===== src/rtl/game_timer_lives_pkg.sv =====
// Shared one-hot state encodings for the game FSM, its datapath companion and the display logic.
package game_timer_lives_pkg;

    localparam int NUM_STATES = 6;

    localparam logic [NUM_STATES-1:0] ST_STARTGAME  = 6'b000001;
    localparam logic [NUM_STATES-1:0] ST_IDLE       = 6'b000010;
    localparam logic [NUM_STATES-1:0] ST_PLAY       = 6'b000100;
    localparam logic [NUM_STATES-1:0] ST_FLASH      = 6'b001000;
    localparam logic [NUM_STATES-1:0] ST_PADDLEFALL = 6'b010000;
    localparam logic [NUM_STATES-1:0] ST_NOPADDLES  = 6'b100000;

    // Only the six named encodings are legal; zero and multi-hot vectors are not.
    function automatic logic legal_state(input logic [NUM_STATES-1:0] s);
        case (s)
            ST_STARTGAME, ST_IDLE, ST_PLAY,
            ST_FLASH, ST_PADDLEFALL, ST_NOPADDLES: return 1'b1;
            default:                               return 1'b0;
        endcase
    endfunction

endpackage


===== src/rtl/four_sec_timer.sv =====
// Saturating 4-second timer with a terminal-count flag and a blink enable tapped from the count.
module four_sec_timer #(
    parameter int TICKS_4SEC = 200_000_000,
    parameter int CNT_W      = 28,
    parameter int BLINK_BIT  = 23
) (
    input  logic clk,
    input  logic reset,
    input  logic resettimer,
    input  logic timecount,
    output logic foursec,
    output logic blink
);

    localparam logic [CNT_W-1:0] CNT_LAST = CNT_W'(TICKS_4SEC - 1);

    logic [CNT_W-1:0] cnt;

    // Clear wins over count; the count parks at its last value instead of wrapping.
    always_ff @(posedge clk) begin
        if (reset || resettimer) begin
            cnt <= '0;
        end else if (timecount && cnt != CNT_LAST) begin
            cnt <= cnt + 1'b1;
        end
    end

    assign foursec = (cnt == CNT_LAST);
    assign blink   = timecount & ~cnt[BLINK_BIT];

endmodule


===== src/rtl/game_timer_lives.sv =====
// Present-state register, lives counter and 4-second timer serving the game control FSM.
module game_timer_lives
    import game_timer_lives_pkg::*;
#(
    parameter int TICKS_4SEC = 200_000_000,
    parameter int CNT_W      = 28,
    parameter int NUM_LIVES  = 3,
    parameter int LIVES_W    = 2,
    parameter int BLINK_BIT  = 23
) (
    input  logic                  clk,
    input  logic                  reset,
    input  logic [NUM_STATES-1:0] NS,
    input  logic                  resettimer,
    input  logic                  timecount,
    input  logic                  decrementlives,
    input  logic                  loadlives,
    output logic [NUM_STATES-1:0] PS,
    output logic                  foursec,
    output logic                  nolives,
    output logic [LIVES_W-1:0]    lives,
    output logic                  blink,
    output logic                  state_err
);

    localparam logic [LIVES_W-1:0] LIVES_INIT = LIVES_W'(NUM_LIVES);

    // An illegal next state sends the game back to startgame and leaves a sticky flag.
    always_ff @(posedge clk) begin
        if (reset) begin
            PS        <= ST_STARTGAME;
            state_err <= 1'b0;
        end else if (legal_state(NS)) begin
            PS <= NS;
        end else begin
            PS        <= ST_STARTGAME;
            state_err <= 1'b1;
        end
    end

    // Load wins over decrement; the counter floors at zero.
    always_ff @(posedge clk) begin
        if (reset || loadlives) begin
            lives <= LIVES_INIT;
        end else if (decrementlives && lives != '0) begin
            lives <= lives - 1'b1;
        end
    end

    assign nolives = (lives == '0);

    four_sec_timer #(
        .TICKS_4SEC (TICKS_4SEC),
        .CNT_W      (CNT_W),
        .BLINK_BIT  (BLINK_BIT)
    ) u_timer (
        .clk        (clk),
        .reset      (reset),
        .resettimer (resettimer),
        .timecount  (timecount),
        .foursec    (foursec),
        .blink      (blink)
    );

endmodule

===== config.mk =====
export PLATFORM = sky130hd
export DESIGN_NAME = game_timer_lives
export DESIGN_NICKNAME = d
export VERILOG_FILES = /design/src/rtl/game_timer_lives_pkg.sv /design/src/rtl/four_sec_timer.sv /design/src/rtl/game_timer_lives.sv
export SDC_FILE = /design/constraint.sdc
export NUM_CORES = 1
export LEC_CHECK = 0
export CAP_MARGIN = 20
export CORE_MARGIN = 4
export CORE_UTILIZATION = 58
export CTS_CLUSTER_DIAMETER = 200
export CTS_CLUSTER_SIZE = 14
export DETAILED_ROUTE_END_ITERATION = 6
export PLACE_DENSITY = 0.84
export SLEW_MARGIN = 20
export SYNTH_ARGS = -nofsm -noshare
export SYNTH_HDL_FRONTEND = slang
export SYNTH_HIERARCHICAL = 1
export SYNTH_SLANG_ARGS = --single-unit

===== constraint.sdc =====
create_clock -name clk -period 6.2 [get_ports clk]
set_input_delay 1.86 -clock clk [delete_from_list [all_inputs] [get_ports clk]]
set_output_delay 1.86 -clock clk [all_outputs]
set_load 0.02 [all_outputs]

==> qor.yml, run 1 <==
run_status:
  status: "completed"
clock_tree:
  cts_made_buffers: 5
  ctsResizeCount: 0
  htree_num_levels: 2
  cts_root_buf: "clkbuf_4"
  cts_setup_buffers: 0
  clk_pin_slew_ns: 0.11
  cts_sinks: 37
  clk_path_buf_depth: 2
  hold_buffers: 0
  cts_tree: "built"
  clkLatencyLatePin_ns: 0.34
sta:
  clock_skew_ns: 0.0122
  final_hold_viol_count: 0
  rsz0062_at_grt: "false"
  fin_crit_sh_pct: 81.7
  period_minus_slack_ns: 5.06
  hold_slack_ns: 0.510
  max_freq_mhz: 197
  setup_violations: 0
  tightest_slew_ns: 0.821
  relSlewSlack_pct: 45.1
  fin_tns_setup_ns: 0
  drv_slew: 0
route:
  dr.pass1.iters: 5
  wl_um: 3830
  via_count: 1610
  wl_per_cell_um: 14.6
  drtAntennaViolNets: 0
  viasPerCell: 6.12
  drcViolationCount: 0
  first_iter_violations: 104
yosys:
  synthTopCellsByArea: "dfxtp_1 (41%), xor2_1 (6.8%), nor2_1 (5.2%), nand4_1 (3.8%), nand3_1 (3.6%)"
  yosys_register_bits: 37
  synth_largest_area_cell: "dfxtp_1"
  ys_seq_area_share_pct: 41.4
  yosys_warnings: 6
  netlist.area_leader.share_pct: 41.4
  avgSynthCellArea_um2: 8.69
  ys_types: 39
  synth_area_um2: 1790
  synth_nets: 220
  syn_inst: 206
die:
  core_um2: 2850
  start_util_pct: 62.8
  rows: 19
  io_pins: 24
  die_area_um2: 4040
  die_h_um: 63.6
  die_w_um: 63.6
power_and_ir_drop:
  ir_drop_mv: 0.126
  pwr-share-comb_pct: 7.6
  power_density_nw_per_um2: 191
  power.leakage_nw: 0.671
  p_sw_share_pct: 23.2
  p_seq_share_pct: 60.2
  p_clk_share_pct: 32.2
  switchingPower_mw: 0.0927
  internal-power_mw: 0.308
cells_and_area:
  fill_cells: 231
  nNetsFinal: 246
  syn_to_final_growth_pct: 16.8
  final_util_pct: 73.3
  diodes: 0
  layout-drive-gt1-share_pct: 6.47
  stdcell_count: 263
  stdcell_area_um2: 2090
global_route:
  gr-total-overflow: 0
  first_global_vias: 1543
  grtUsageTotal_pct: 20.7
  antenna_found_initial: 0
  grt_pass1_wl_um: 6770
  grt_max_degree: 26
setup_path:
  crit_required_ns: 4.34
  r2r_slack_ns: 3.97
  cp-end-kind: "output port"
  crit_type: "input pin to output port"
  arrival_ns: 3.20
  cp_max_fo: 5
  worstSetupStartpointType: "input pin"
placement:
  placed_cells: 256
  portBuffers: 23
  gp_congestion: 0.790
  dp_hpwl_um: 2850
  place_area_um2: 2040
run:
  maxCapViolCount: 0
min_path:
  min_path_type: "register to register"
## Yosys cell counts (all sizes together)
| library cell | instances |
|---|---|
| buf | 1 |
| or3 | 6 |
| nand4b | 1 |
| or2 | 4 |
| nand3 | 13 |
| o21a | 1 |
| a2111oi | 1 |
| nor2b | 1 |
| o211ai | 5 |
| o31a | 1 |
| dfxtp | 37 |
| clkbuf | 3 |
| nor4 | 7 |
| xor2 | 14 |
| nand2b | 3 |
| o31ai | 3 |
| nor2 | 25 |
| or3b | 1 |
| nand4 | 11 |
| and3 | 3 |
| a21oi | 8 |
| inv | 6 |
| or4 | 6 |
| a211oi | 2 |
| xnor2 | 6 |
| nand2 | 12 |
| or4b | 3 |
| nor3 | 5 |
| and4 | 2 |
| ha | 2 |
| and2 | 1 |
| o21ai | 9 |
| nor3b | 3 |
## worst max-delay path: stages
cell,delay (ns)
clkdlybuf4s50_1,0.59
nor2b_1,0.15
clkdlybuf4s50_1,0.60
## metrics by stage
step / total power, mW / worst slack (ns)
final: 0.400 / 1.14
after global routing: 0.419 / 1.03
after CTS: 0.403 / 1.13
after detailed placement: 0.277 / 1.14
after global placement: 0.275 / 1.14
after floorplan: 0.261 / 2.15
## path summary, 6_finish.rpt
path                           startpoint                      endpoint  cells past startpoint
max reg2reg  u_timer/cnt[20]$_SDFFE_PP0P_   u_timer/cnt[0]$_SDFFE_PP0P_                      5
min          u_timer/cnt[27]$_SDFFE_PP0P_  u_timer/cnt[27]$_SDFFE_PP0P_                      2
max                             timecount                         blink                      3
min reg2reg  u_timer/cnt[27]$_SDFFE_PP0P_  u_timer/cnt[27]$_SDFFE_PP0P_                      2
## final cells by class
| cell class | count | area, µm² | share of cell area (%) |
|---|---|---|---|
| inverter | 6 | 22.5 | 1.08 |
| clock buffer | 7 | 55.1 | 2.63 |
| timing repair buffer | 23 | 230 | 11.0 |
| sequential | 37 | 741 | 35.4 |
| multi-input combinational | 159 | 1000 | 48.0 |
| tap | 31 | 38.8 | 1.85 |
## power by group through the flow
stage | clock network [mW] | logic (mW) | registers (mW)
finish | 0.129 | 0.0305 | 0.241
global route | 0.144 | 0.0331 | 0.241
CTS | 0.132 | 0.0305 | 0.241
detailed placement | 0 | 0.0304 | 0.246
global placement | 0 | 0.0291 | 0.246
floorplan | 0 | 0.0131 | 0.248
## kinds of logic after synthesis
logic type                 after synthesis  share of synthesized area (%)
xor gates and xnor gates                20                           9.78
adders and majority gates                2                           1.40
AOI/OAI and AO/OA                       30                           11.2
and+or+nand+nor                        107                           33.8
DFF                                     37                           41.4
buffers and inverters                   10                           2.52
## state kept, by name (all words and copies together), names as in the netlist
name and cells:
state_err 1, lives 2, u_timer/cnt 28, PS 6
## layout by cell type (no fill, tap or decap), types with 2 or more instances in the layout
master / count
xor2_1: 14
or4b_1: 3
a211oi_1: 2
dfxtp_1: 37
clkdlybuf4s50_1: 23
or2_2: 3
nor3_1: 5
and3_1: 3
ha_1: 2
a21oi_1: 8
or4_1: 4
nor4_1: 7
o211ai_1: 5
nor3b_2: 2
nand4_1: 11
o31ai_1: 3
nand3_1: 13
inv_1: 6
nand2b_1: 3
and4_1: 2
xnor2_1: 6
clkbuf_4: 5
nor2_1: 25
nand2_1: 12
or3_1: 6
o21ai_1: 2
o21ai_0: 5
or4_4: 2
## routing by layer
layer / global-route usage, % / share of wire, % / vias up
met1: 23.7 / 45 / 766
li1: - / - / 807
met5: 0 / 0 / -
met2: 37.2 / 50 / 30
met3: 5.15 / 4.4 / 7
met4: 6.47 / 1.1 / 0
(Power assumes the default switching activity.)
==> run 2, diff against run 1 <==
- CORE_UTILIZATION: 58 -> 54
- PLACE_DENSITY: 0.84 -> 0.79
- clock period: 6.2 -> 4.75 ns (I/O delays scaled with it)
==> qor.yml, run 2 (synthesis gave the netlist of run 1 again) <==
clock_tree:
  clk_pin_slew_ns: 0.09  # -0.02 ns
  cts_made_buffers: 5  # unchanged
  ctsResizeCount: 0  # unchanged
  cts_setup_buffers: 0  # unchanged
  hold_buffers: 0  # unchanged
  clk_path_buf_depth: 2  # unchanged
  cts_sinks: 37  # unchanged
  cts_tree: "built"
  cts_root_buf: "clkbuf_4"
  clkLatencyLatePin_ns: 0.35  # about the same
  htree_num_levels: 2  # unchanged
placement:
  dp_hpwl_um: 2800  # -1.8%
  dp_slack_ns: 0.557  # -0.581 ns
  gp_congestion: 0.815  # +3.1%
  portBuffers: 23  # unchanged
power_and_ir_drop:
  p_clk_share_pct: 32.0  # -0.2 points
  internal-power_mw: 0.401  # +31%
  ir_drop_mv: 0.165  # +31%
  switchingPower_mw: 0.120  # +29%
  p_sw_share_pct: 23.0  # -0.18 points
  power.leakage_nw: 0.671  # unchanged
  power_mw: 0.521  # +30%
  pwr-share-comb_pct: 7.6  # about the same
  p_seq_share_pct: 60.3  # about the same
  power_density_nw_per_um2: 247  # +29%
die:
  die_area_um2: 4300  # +6.5%
  die_h_um: 65.6  # +3.2%
  start_util_pct: 57.7  # -5.1 points
  io_pins: 24  # unchanged
  die_w_um: 65.6  # +3.2%
  core_um2: 3100  # +8.8%
  rows: 20  # +1
min_path:
  min_path_cells: 2  # unchanged
  hp-start: "u_timer/cnt[27]$_SDFFE_PP0P_"
  min_path_type: "register to register"
sta:
  clock_skew_ns: 0.0173  # +0.00515 ns
  final_hold_viol_count: 0  # unchanged
  tightest_slew_ns: 0.873  # +0.0522 ns
  fin_tns_setup_ns: 0  # unchanged
  hold_slack_ns: 0.491  # -0.0183 ns
  relSlewSlack_pct: 41.7  # -3.5 points
  setup_violations: 0  # unchanged
  setup_slack_ns: 0.551  # -0.584 ns
  fin_crit_sh_pct: 88.4
  rsz0062_at_grt: "false"
  max_freq_mhz: 238
  drv_slew: 0  # unchanged
  period_minus_slack_ns: 4.20
route:
  drcViolationCount: 0  # unchanged
  wl_per_cell_um: 13.5  # -7.0%
  via_count: 1603  # -0.43%
  viasPerCell: 5.81  # -5.1%
  dr.pass1.iters: 4  # -1
  wl_um: 3740  # -2.4%
  first_iter_violations: 109  # +4.8%
  drtAntennaViolNets: 0  # unchanged
cells_and_area:
  largest_reg_flops: 28  # unchanged
  layout-drive-gt1-share_pct: 6.47  # unchanged
  regMostFlops: "u_timer/cnt"
  top_regs: "u_timer/cnt: 28 flops, PS: 6 flops, lives: 2 flops"
  syn_to_final_growth_pct: 17.7
  layout_common_cells: "dfxtp_1 (37), nor2_1 (25), clkdlybuf4s50_1 (23)"
  diodes: 0  # unchanged
  fill_cells: 288  # +25%
  nNetsFinal: 246  # unchanged
  final_common_cell: "dfxtp_1"
run:
  maxCapViolCount: 0  # unchanged
setup_path:
  worstSetupStartpointType: "input pin"
  rr_startpoint: "u_timer/cnt[8]$_SDFFE_PP0P_"
  crit_required_ns: 3.32  # -1.02 ns
  cp-end-kind: "output port"
  r2r_cells: 5  # unchanged
  crit_type: "input pin to output port"
  arrival_ns: 2.77  # -0.43 ns
  critPathLaunch: "timecount"
  cp_max_fo: 5  # unchanged
global_route:
  first_global_vias: 1569  # +1.7%
  antenna_found_initial: 0  # unchanged
  grt_pass1_wl_um: 6720  # -0.71%
  gr-total-overflow: 0  # unchanged
  grtUsageTotal_pct: 20.1  # -0.53 points
  grt_max_degree: 26  # unchanged
run_status:
  status: "completed"
[run 2: cell counts in the layout (fill, tap and decap cells not counted)]
No cell type changed its count.
[run 2: cell type report]
| type | count | area (µm²) | share of cell area (%) |
|---|---|---|---|
| Clock buffer | 7 | 55.1 | 2.61 |
| Inverter | 6 | 22.5 | 1.07 |
| Multi-Input combinational cell | 159 | 1000 | 47.7 |
| Sequential cell | 37 | 741 | 35.1 |
| Tap cell | 44 | 55.1 | 2.61 |
| Timing Repair Buffer | 23 | 230 | 10.9 |
[run 2: layer usage]
metal | GRT usage [%] | vias to the layer above | share of wire [%]
met5 | 0 | - | 0
li1 | - | 808 | -
met3 | 5.47 | 6 | 5.3
met1 | 24.9 | 750 | 45
met2 | 33.0 | 39 | 47
met4 | 8.03 | 0 | 1.7
[run 2: per-stage QoR]
stage          utilization (%)  std cells  cell area [µm²]
2_1_floorplan                -        206             1790
3_3_place_gp              66.2        269             2050
3_5_place_dp              66.2        269             2050
4_1_cts                   67.9        276             2110
5_1_grt                   67.9        276             2110
6_report                  67.9        276             2110
[run 2: final timing paths]
path | to | slack [ns]
worst min-delay path | u_timer/cnt[27]$_SDFFE_PP0P_ | 0.49
worst max-delay path | blink | 0.55
worst max register to register | u_timer/cnt[6]$_SDFFE_PP0P_ | 2.52
worst min register to register | u_timer/cnt[27]$_SDFFE_PP0P_ | 0.49
[run 2: power by group through the flow]
stage	registers [mW]	logic (mW)	clock network (mW)
6_report	0.314	0.0398	0.167
5_1_grt	0.315	0.0436	0.187
4_1_cts	0.314	0.0400	0.174
3_5_place_dp	0.322	0.0397	0
3_3_place_gp	0.321	0.0380	0
2_1_floorplan	0.324	0.0171	0
[run 2: worst max-delay path, stage by stage]
cell and delay, ns:
clkdlybuf4s50_1 0.59, nor2b_1 0.16, clkdlybuf4s50_1 0.60
